$ cat src/rtl/pipeline_hazard_ctrl_if.sv
// Bundle between the pipeline datapath and the hazard controller.
//   Stage-register fields (datapath -> controller): ifid_rs1/rs2, idex_rd,
//   idex_memread, exmem_branch/zero/memread/memwrite, mem_ready.
//   Control outputs (controller -> datapath): pc_write, ifid_write, pc_src,
//   ifid/idex/exmem_flush, pipe_hold, mem_req, err_trap, stall_cnt, flush_cnt.
// Modports: master = datapath side, slave = hazard controller.
interface pipeline_hazard_ctrl_if;
  logic [4:0]  ifid_rs1;
  logic [4:0]  ifid_rs2;
  logic [4:0]  idex_rd;
  logic        idex_memread;
  logic        exmem_branch;
  logic        exmem_zero;
  logic        exmem_memread;
  logic        exmem_memwrite;
  logic        mem_ready;
  logic        pc_write;
  logic        ifid_write;
  logic        pc_src;
  logic        ifid_flush;
  logic        idex_flush;
  logic        exmem_flush;
  logic        pipe_hold;
  logic        mem_req;
  logic        err_trap;
  logic [31:0] stall_cnt;
  logic [31:0] flush_cnt;

  modport master (
    output ifid_rs1, ifid_rs2, idex_rd, idex_memread,
           exmem_branch, exmem_zero, exmem_memread, exmem_memwrite, mem_ready,
    input  pc_write, ifid_write, pc_src, ifid_flush, idex_flush, exmem_flush,
           pipe_hold, mem_req, err_trap, stall_cnt, flush_cnt
  );

  modport slave (
    input  ifid_rs1, ifid_rs2, idex_rd, idex_memread,
           exmem_branch, exmem_zero, exmem_memread, exmem_memwrite, mem_ready,
    output pc_write, ifid_write, pc_src, ifid_flush, idex_flush, exmem_flush,
           pipe_hold, mem_req, err_trap, stall_cnt, flush_cnt
  );
endinterface

$ cat src/rtl/pipeline_hazard_ctrl.sv
// Central hazard sequencer for the IF/ID, ID/EX and EX/MEM pipeline registers.
// Detects load-use hazards, MEM-stage taken branches and multi-cycle data
// memory accesses; drives PC/IF-ID enables, per-register flushes and a hold.
// Ports:
//   clk    - clock, all state updates on posedge
//   rst_n  - asynchronous active-low reset
//   hz     - pipeline_hazard_ctrl_if.slave (stage fields in, controls out)
// Parameters:
//   INIT_CYCLES  full-flush cycles after reset release (1..15)
//   MEM_TIMEOUT  MEM_WAIT cycles tolerated before the error trap (1..255)
// Build option: define PERF_CNT_EN to build the stall/flush event counters;
// otherwise stall_cnt and flush_cnt are tied to zero.
module pipeline_hazard_ctrl #(
  parameter int unsigned INIT_CYCLES = 3,
  parameter int unsigned MEM_TIMEOUT = 16
) (
  input logic                   clk,
  input logic                   rst_n,
  pipeline_hazard_ctrl_if.slave hz
);

  localparam logic [7:0] INIT_LAST = 8'(INIT_CYCLES - 1);
  localparam logic [7:0] MEM_TO    = 8'(MEM_TIMEOUT);

  typedef enum logic [1:0] {
    S_INIT,
    S_RUN,
    S_MEM_WAIT,
    S_ERROR
  } state_e;

  state_e     state_q, state_d;
  logic [7:0] cnt_q, cnt_d;
  logic       err_q, err_d;

  logic pc_write, ifid_write, pc_src;
  logic ifid_flush, idex_flush, exmem_flush;
  logic pipe_hold, mem_req;

  logic access, taken, load_use;

  assign access   = hz.exmem_memread | hz.exmem_memwrite;
  assign taken    = hz.exmem_branch & hz.exmem_zero;
  assign load_use = hz.idex_memread && (hz.idex_rd != 5'd0) &&
                    ((hz.idex_rd == hz.ifid_rs1) || (hz.idex_rd == hz.ifid_rs2));

  always_ff @(posedge clk or negedge rst_n) begin
    if (!rst_n) begin
      state_q <= S_INIT;
      cnt_q   <= '0;
      err_q   <= 1'b0;
    end else begin
      state_q <= state_d;
      cnt_q   <= cnt_d;
      err_q   <= err_d;
    end
  end

  always_comb begin
    state_d     = state_q;
    cnt_d       = cnt_q;
    err_d       = err_q;
    pc_write    = 1'b0;
    ifid_write  = 1'b0;
    pc_src      = 1'b0;
    ifid_flush  = 1'b0;
    idex_flush  = 1'b0;
    exmem_flush = 1'b0;
    pipe_hold   = 1'b0;
    mem_req     = 1'b0;

    unique case (state_q)
      S_INIT: begin
        ifid_flush  = 1'b1;
        idex_flush  = 1'b1;
        exmem_flush = 1'b1;
        if (cnt_q == INIT_LAST) begin
          state_d = S_RUN;
          cnt_d   = '0;
        end else begin
          cnt_d = cnt_q + 8'd1;
        end
      end

      S_RUN: begin
        mem_req = access;
        // A completed access (mem_ready=1) falls through to the branch /
        // load-use / normal decode below, so it costs no stall.
        if (access && !hz.mem_ready) begin
          pipe_hold = 1'b1;
          state_d   = S_MEM_WAIT;
          cnt_d     = 8'd1;
        end else if (taken) begin
          pc_src      = 1'b1;
          pc_write    = 1'b1;
          ifid_write  = 1'b1;
          ifid_flush  = 1'b1;
          idex_flush  = 1'b1;
          exmem_flush = 1'b1;
        end else if (load_use) begin
          idex_flush = 1'b1;
        end else begin
          pc_write   = 1'b1;
          ifid_write = 1'b1;
        end
      end

      S_MEM_WAIT: begin
        mem_req   = 1'b1;
        // Only the back-end hold releases on completion; PC and IF/ID stay
        // frozen until hazards are re-evaluated in RUN next cycle.
        pipe_hold = ~hz.mem_ready;
        if (hz.mem_ready) begin
          state_d = S_RUN;
          cnt_d   = '0;
        end else if (cnt_q == MEM_TO) begin
          state_d = S_ERROR;
          err_d   = 1'b1;
        end else begin
          cnt_d = cnt_q + 8'd1;
        end
      end

      S_ERROR: begin
        ifid_flush  = 1'b1;
        idex_flush  = 1'b1;
        exmem_flush = 1'b1;
      end

      default: begin
        state_d = S_INIT;
        cnt_d   = '0;
      end
    endcase
  end

  assign hz.pc_write    = pc_write;
  assign hz.ifid_write  = ifid_write;
  assign hz.pc_src      = pc_src;
  assign hz.ifid_flush  = ifid_flush;
  assign hz.idex_flush  = idex_flush;
  assign hz.exmem_flush = exmem_flush;
  assign hz.pipe_hold   = pipe_hold;
  assign hz.mem_req     = mem_req;
  assign hz.err_trap    = err_q;

`ifdef PERF_CNT_EN
  logic [31:0] stall_cnt_q, stall_cnt_d;
  logic [31:0] flush_cnt_q, flush_cnt_d;

  always_comb begin
    stall_cnt_d = stall_cnt_q;
    flush_cnt_d = flush_cnt_q;
    if (!pc_write) stall_cnt_d = stall_cnt_q + 32'd1;
    if (pc_src)    flush_cnt_d = flush_cnt_q + 32'd1;
  end

  always_ff @(posedge clk or negedge rst_n) begin
    if (!rst_n) begin
      stall_cnt_q <= '0;
      flush_cnt_q <= '0;
    end else begin
      stall_cnt_q <= stall_cnt_d;
      flush_cnt_q <= flush_cnt_d;
    end
  end

  assign hz.stall_cnt = stall_cnt_q;
  assign hz.flush_cnt = flush_cnt_q;
`else
  assign hz.stall_cnt = '0;
  assign hz.flush_cnt = '0;
`endif

endmodule

$ cat src/flat_wrapper.sv
// flat-port wrapper written by rule: the top's interface ports become plain ports
module pipeline_hazard_ctrl_flat 
#(
  parameter int unsigned INIT_CYCLES = 3,
  parameter int unsigned MEM_TIMEOUT = 16
)
  (clk, rst_n, hz_ifid_rs1, hz_ifid_rs2, hz_idex_rd, hz_idex_memread, hz_exmem_branch, hz_exmem_zero, hz_exmem_memread, hz_exmem_memwrite, hz_mem_ready, hz_pc_write, hz_ifid_write, hz_pc_src, hz_ifid_flush, hz_idex_flush, hz_exmem_flush, hz_pipe_hold, hz_mem_req, hz_err_trap, hz_stall_cnt, hz_flush_cnt);
  pipeline_hazard_ctrl_if hz_i ();
  input logic clk;
  input logic rst_n;
  input wire logic [$bits(hz_i.ifid_rs1)-1:0] hz_ifid_rs1;
  input wire logic [$bits(hz_i.ifid_rs2)-1:0] hz_ifid_rs2;
  input wire logic [$bits(hz_i.idex_rd)-1:0] hz_idex_rd;
  input wire logic [$bits(hz_i.idex_memread)-1:0] hz_idex_memread;
  input wire logic [$bits(hz_i.exmem_branch)-1:0] hz_exmem_branch;
  input wire logic [$bits(hz_i.exmem_zero)-1:0] hz_exmem_zero;
  input wire logic [$bits(hz_i.exmem_memread)-1:0] hz_exmem_memread;
  input wire logic [$bits(hz_i.exmem_memwrite)-1:0] hz_exmem_memwrite;
  input wire logic [$bits(hz_i.mem_ready)-1:0] hz_mem_ready;
  output wire logic [$bits(hz_i.pc_write)-1:0] hz_pc_write;
  output wire logic [$bits(hz_i.ifid_write)-1:0] hz_ifid_write;
  output wire logic [$bits(hz_i.pc_src)-1:0] hz_pc_src;
  output wire logic [$bits(hz_i.ifid_flush)-1:0] hz_ifid_flush;
  output wire logic [$bits(hz_i.idex_flush)-1:0] hz_idex_flush;
  output wire logic [$bits(hz_i.exmem_flush)-1:0] hz_exmem_flush;
  output wire logic [$bits(hz_i.pipe_hold)-1:0] hz_pipe_hold;
  output wire logic [$bits(hz_i.mem_req)-1:0] hz_mem_req;
  output wire logic [$bits(hz_i.err_trap)-1:0] hz_err_trap;
  output wire logic [$bits(hz_i.stall_cnt)-1:0] hz_stall_cnt;
  output wire logic [$bits(hz_i.flush_cnt)-1:0] hz_flush_cnt;
  assign hz_i.ifid_rs1 = hz_ifid_rs1;
  assign hz_i.ifid_rs2 = hz_ifid_rs2;
  assign hz_i.idex_rd = hz_idex_rd;
  assign hz_i.idex_memread = hz_idex_memread;
  assign hz_i.exmem_branch = hz_exmem_branch;
  assign hz_i.exmem_zero = hz_exmem_zero;
  assign hz_i.exmem_memread = hz_exmem_memread;
  assign hz_i.exmem_memwrite = hz_exmem_memwrite;
  assign hz_i.mem_ready = hz_mem_ready;
  assign hz_pc_write = hz_i.pc_write;
  assign hz_ifid_write = hz_i.ifid_write;
  assign hz_pc_src = hz_i.pc_src;
  assign hz_ifid_flush = hz_i.ifid_flush;
  assign hz_idex_flush = hz_i.idex_flush;
  assign hz_exmem_flush = hz_i.exmem_flush;
  assign hz_pipe_hold = hz_i.pipe_hold;
  assign hz_mem_req = hz_i.mem_req;
  assign hz_err_trap = hz_i.err_trap;
  assign hz_stall_cnt = hz_i.stall_cnt;
  assign hz_flush_cnt = hz_i.flush_cnt;
  pipeline_hazard_ctrl #(.INIT_CYCLES(INIT_CYCLES), .MEM_TIMEOUT(MEM_TIMEOUT)) u_core (.clk(clk), .rst_n(rst_n), .hz(hz_i));
endmodule
$ cat config.mk
export PLATFORM = sky130hd
export DESIGN_NAME = pipeline_hazard_ctrl_flat
export DESIGN_NICKNAME = d
export VERILOG_FILES = /design/src/rtl/pipeline_hazard_ctrl_if.sv /design/src/rtl/pipeline_hazard_ctrl.sv /design/src/flat_wrapper.sv
export SDC_FILE = /design/constraint.sdc
export NUM_CORES = 1
export LEC_CHECK = 0
export ABC_CLOCK_PERIOD_IN_PS = 2250
export BUFFER_PORTS_ARGS = -buffer_cell sky130_fd_sc_hd__buf_4
export CORE_MARGIN = 4
export CORE_UTILIZATION = 43
export DETAILED_ROUTE_END_ITERATION = 7
export PLACE_DENSITY = 0.87
export SETUP_SLACK_MARGIN = 0.5
export SLEW_MARGIN = 5
export SYNTH_ARGS = -nofsm -noshare
export SYNTH_HDL_FRONTEND = slang
export SYNTH_SLANG_ARGS = --single-unit
$ cat constraint.sdc
create_clock -name clk -period 2.25 [get_ports clk]
set_input_delay 0.225 -clock clk [delete_from_list [all_inputs] [get_ports clk]]
set_output_delay 0.225 -clock clk [all_outputs]
set_load 0.03 [all_outputs]
Word level (Yosys, flattened, before mapping)
Cells that the tools add are included.
{"block": "totals", "reg_bits": 11, "latchBits": 0, "mem_bits_rw": 0, "mem_bits_ro": 0, "input_bits": 23, "elab_cells": 55, "n_memories": 0}
{"block": "op_classes", "n_addsub": 1, "multipliers": 0, "div_mod_pow": 0, "magnitude_cmp": 0, "eq_ne": 11, "shift": 0, "mux": 25, "n_bitwise": 3, "reduce_logical": 12}
{"cell": "$mux 8", "n": 4}
{"cell": "$pmux 8 s3", "n": 1}
{"cell": "$mux 1", "n": 11}
{"cell": "$eq 5x5->1", "n": 2}
{"cell": "$add 8x1->8 const B", "n": 1}
{"cell": "$eq 8x2->1 const B", "n": 1}
{"cell": "$eq 8x5->1 const B", "n": 1}
{"cell": "$mux 2", "n": 4}
{"cell": "$pmux 1 s2", "n": 4}
{"cell": "$pmux 2 s3", "n": 1}
{"cell": "$reduce_and 3->1", "n": 2}
{"cell": "$reduce_bool 5->1", "n": 1}
{"cell": "$eq 2x2->1 const B", "n": 2}
{"cell": "$ne 2x1->1 const B", "n": 2}
{"cell": "$reduce_and 4->1", "n": 1}
{"cell": "$logic_and 1x1->1", "n": 3}
{"cell": "$ne 3x2->1 const B", "n": 1}
{"cell": "$ne 3x3->1 const B", "n": 1}
{"cell": "$reduce_bool 3->1", "n": 1}
{"cell": "$eq 2x1->1 const B", "n": 1}
{"cell": "$logic_not 2->1", "n": 1}
{"cell": "$reduce_or 2->1", "n": 1}
{"cell": "$and 1x1->1", "n": 1}
{"cell": "$logic_not 1->1", "n": 1}
{"cell": "other kinds (3)", "n": 3}

Logic depth before layout (Yosys ltp)
{"block": "logic_depth", "word_depth": 7, "mapped_depth": 7, "mapped_depth_nobuf": 6}

Least setup slack after synthesis
OpenSTA, ideal clock, no wires.
{"block": "synth_timing", "path_kind": "reg2out", "from": "register u_core.state_q[1]", "to": "output hz_pipe_hold", "t_arrival_ns": 2.050, "required_ns": 2.025, "path_slack_ns": -0.025, "stages_incl_launch_ff": 7, "cell_sequence": "dfrtp_1 inv_1 ha_1 clkbuf_1 o21ai_0 a21oi_1 nor2b_1"}
{"block": "synth_between", "elab_chain_len": 2}
{"element": "start: declaration", "line": "pipeline_hazard_ctrl.sv:32", "text": "state_e state_q, state_d;"}
{"element": "start signal: assignment", "line": "pipeline_hazard_ctrl.sv:53", "text": "state_q <= state_d;"}
{"element": "$eq 2x2->1 or $eq 2x1->1 (tied branches)", "line": "pipeline_hazard_ctrl.sv:72", "text": "unique case (state_q)"}
{"element": "$pmux 1 s2 *", "line": "pipeline_hazard_ctrl.sv:72"}
{"element": "end: declaration", "line": "flat_wrapper.sv:26", "text": "output wire logic [$bits(hz_i.pipe_hold)-1:0] hz_pipe_hold;"}
Every way passes the cells marked *; elsewhere a longest branch is shown, timed or not.

Worst setup path in the final report
{"block": "layout_timing", "from": "register u_core.state_q[0]", "to": "register u_core.state_q[1]"}
{"block": "layout_between", "elab_chain_len": 3}
{"element": "$eq 2x2->1, or another cell as far along", "line": "pipeline_hazard_ctrl.sv:72"}
{"element": "$ne 3x2->1 (no source line), or another cell as far along"}
{"element": "$reduce_and 4->1 (no source line)"}
Several ways; a longest one is shown, not always the timed one.
A chain may end at the register's enable or synchronous reset.

==> reports/results.md <==
| Group | Metric | Reported |
|:---|:---|:---|
| worst setup path | Worst Reg2Reg Path Length in Cells | 6 |
| clock network | Clock root buffer | sky130_fd_sc_hd__clkbuf_4 |
| timing | Setup repair after global routing missed its margin | true |
| cells and area | Final net count | 251 |
| power and ir drop | VDD IR-drop max | 0.000360 V |
| synth | Fraction of post-synthesis cell area in the top cell type by area | 0.342 |
| floorplan | Width of the die | 66.0 µm |
| global routing | Busiest layer in global routing | met2 |
| timing | Summed negative setup slack over all endpoints | 0 ps |
| global routing | Residual overflow from global routing | 0 |
| worst setup path | Required time of the critical path | 2410 ps |
| routing | Avg Vias per Cell | 4.58 |
| routing | Via count of the routed design | 1204 |
| floorplan | Core Region | 0.00313 mm² |
| clock network | Max clock buf depth | 2 |
| synth | Share of synthesized area occupied by flip-flops and latches | 0.190 |
| floorplan | Die area | 0.00436 mm² |
| synth | Leading cell types by count after synthesis | 66 x sky130_fd_sc_hd__buf_4, 11 x sky130_fd_sc_hd__dfrtp_1, 10 x sky130_fd_sc_hd__xor2_1, 9 x sky130_fd_sc_hd__a21oi_1, 9 x sky130_fd_sc_hd__inv_1 |
| timing | Upper clock frequency limit | 524 MHz |
| floorplan | Count of boundary I/O pins | 96 |
| timing | Setup skew after layout | 4.04 ps |
| worst setup path | Reg-to-Reg Start | u_core.state_q[0] |
| run | Maximum capacitance violations | 0 |
| worst setup path | Cell type of the slowest stage on the worst timing path | sky130_fd_sc_hd__dfrtp_1 |
| clock network | Total CTS buffers | 3 |
| timing | Final count of pins violating max slew | 0 |
| timing | Headroom to the max-slew limit | 0.650 |
| worst setup path | Largest driver fanout on the critical path | 9 |
| synth | Mean post-synth cell area | 8.23 µm² |
| global routing | Global-route usage over all layers | 0.139 |
| clock network | # clock sinks | 11 |
| worst setup path | Setup slack of the worst register-to-register path | 340 ps |
| worst setup path | Crit Reg-Reg Endpoint | u_core.state_q[1] |
| power and ir drop | Leak Pwr | 0.864 nW |
| synth | Cell type with the highest aggregate area in the netlist | sky130_fd_sc_hd__buf_4 |
| clock network | Clock-pin slew reported for the worst setup and hold paths after clock tree synthesis | 70 ps |
| synth | Synth area leaders | sky130_fd_sc_hd__buf_4 34%, sky130_fd_sc_hd__dfrtp_1 19%, sky130_fd_sc_hd__ha_1 6.9% |
| routing | Average wire length per cell after detail routing | 13.3 µm |
| global routing | Met3 Resource Use GR | 0.0170 |
| placement | Instance area at placement | 0.00152 mm² |
| timing | Transition time of the tightest slew-check pin | 524 ps |
| synth | Async set or reset register ratio after synthesis | 1.00 |
| global routing | Largest net degree at the start of global routing | 12 |
| floorplan | Number of standard-cell rows in the floorplan | 20 |
| placement | Port Buf Inserts | 31 |
| routing | Total wire length after detailed routing | 3500 µm |
| run status | Run status | complete, no violations |
| clock network | CTS tree | yes |
| placement | Number of instances in the placed design | 246 |
| worst setup path | Slowest Stage Delay on Critical Path | 420 ps |
| routing | Number of nets with antenna violations after detailed routing | 0 |
| synth | Total standard cell area after synthesis | 0.00145 mm² |
| placement | Final weighted congestion in routability-driven placement | 0.801 |
| synth | Gate count after technology mapping | 176 |
| clock network | Clock network latency to the later pin of the worst-skew pair | 270 ps |
| cells and area | Share of final-layout standard cells stronger than drive strength 1 | 0.356 |
| global routing | Global-route wire length before repair | 4750 µm |
| timing | Crit path time final | 1910 ps |
| floorplan | Starting density of the core | 0.463 |
| cells and area | Ant. Diodes | 0 |
| power and ir drop | Power Dens Cells | 1180 mW/mm² |
| power and ir drop | Total power draw | 2.09 mW |
| placement | Detailed placement HPWL | 2410 µm |
| global routing | Routing usage on met1 | 0.149 |
| cells and area | Core Util, Final | 0.564 |
| cells and area | Post-route cell area | 0.00176 mm² |
| timing | Final hold viol count | 0 |
| clock network | H-tree Lvls | 1 |
| synth | EDFF count, synth | 0 |
| worst setup path | Worst Setup Path Type | reg2reg |
| synth | Most frequently used flop master after synthesis | sky130_fd_sc_hd__dfrtp_1 |
| cells and area | Synth-to-layout area growth | 21.8% |
| floorplan | Die Y-Extent | 66.0 µm |
| worst setup path | Startpoint Class | flop |
| worst setup path | CP Cell Sequence | buf_6 -> ha_4 -> buf_4 -> a21oi_2 -> o211ai_1 -> mux2_2 |
| hold path | Hold Path Class | in2async |
| global routing | Global-route track usage on met2 | 0.265 |
| synth | Post-synth cell types | 42 |
| cells and area | Final std cells w/o fill | 263 |
| timing | Fraction of the cycle the final worst path needs | 0.847 |
| worst setup path | Endpoint class of the critical path | flop |
| routing | Number of iterations in the first detailed-routing pass | 4 |
| global routing | Antenna violations before repair | 0 |
| synth | Library cell with the highest instance count after synthesis | sky130_fd_sc_hd__buf_4 |
| worst setup path | Data arrival time of the worst path | 2060 ps |
| synth | Number of storage elements in the synthesis netlist | 11 |
| global routing | Number of global-route vias before repair | 1109 |
| routing | First DRT Iteration DRCs | 76 |
| synth | Total of warnings raised by yosys | 0 |
| timing | Final setup violating endpoints | 0 |
| routing | Drc violations | 0 |
cells by family (layout without fill, tap and decap cells):
family / count (synthesis) / in the layout / share of synthesized area
adder cells (fa/ha/maj): 8 / 8 / 0.0691
AND/OR/NAND/NOR: 35 / 36 / 0.139
XOR/XNOR: 11 / 11 / 0.0665
multiplexers: 2 / 2 / 0.0147
other: 1 / 64 / 0.00259
flip-flops: 11 / 11 / 0.190
buffers and inverters: 77 / 56 / 0.376
AO/OA/AOI/OAI: 31 / 31 / 0.142
registers in the layout, summed over array words and instances, names as in the netlist:
name / count
u_core.state_q: 2
u_core.cnt_q: 8
u_core.hz.err_trap: 1
layer usage:
metal	share of wire	vias to the layer above	routed length, µm
li1	-	557	-
met1	0.35	571	1230
met2	0.56	66	1960
met3	0.064	10	225
met4	0.023	0	81
met5	0	-	0
critical path, delay by kind of cell (launching register included):
kind                     cells  cell delay (ps)
flip-flops                   1              420
buffers and inverters        2              290
multiplexers                 1              320
adder cells (fa/ha/maj)      1              160
AO/OA/AOI/OAI                2              590
stage by stage:
stage          setup slack [ps]  hold slack (ps)
2_1_floorplan               471            -70.6
3_3_place_gp                378             67.2
3_5_place_dp                361             69.0
4_1_cts                     366              319
5_1_grt                     232              326
6_report                    343              321
repair_timing:
| item | in CTS | in global routing |
|---|---|---|
| pin swaps | 5 | 7 |
| buffers inserted | 6 | 5 |
| gates cloned | 1 | 0 |
| hold buffers | 1 | 0 |
| resized for setup | 12 | 16 |
| setup endpoints to repair | 15 | 16 |
| hold endpoints to repair | 11 | 0 |
worst max-delay path by stage:
| stage | cells past startpoint | start | to |
|---|---|---|---|
| after floorplan | 6 | u_core.state_q[1] | u_core.cnt_q[7] |
| after global placement | 6 | u_core.state_q[0] | u_core.cnt_q[1] |
| after detailed placement | 5 | u_core.state_q[1] | u_core.state_q[1] |
| after CTS | 6 | u_core.state_q[1] | hz_pipe_hold |
| after global routing | 6 | u_core.state_q[0] | u_core.state_q[1] |
| final | 6 | u_core.state_q[0] | u_core.state_q[1] |
layout by cell type, fill, tap and decap left out, drive strengths merged, types with 3 or more instances in the layout:
master / count
conb: 64
buf: 42
dfrtp: 11
xor2: 10
a21oi: 10
inv: 9
ha: 8
nor2: 6
o21ai: 5
nand3: 4
nor3: 4
clkbuf: 4
or4: 4
or3: 4
nand2: 3
where the power goes:
group	internal [mW]	leakage [nW]	switching, mW
clock	0.0687	0.0150	0.0656
combinational	0.702	0.706	0.945
sequential	0.247	0.143	0.0575
total	1.02	0.864	1.07
cell type report:
cell class,count,area [µm²]
flip-flops and latches,11,278
inverters,9,36.3
repair buffers,43,340
multi-input cells,152,1030
fillers,281,1370
well taps,44,55.1
clock buffers,4,26.3
(Power assumes the default switching activity.)
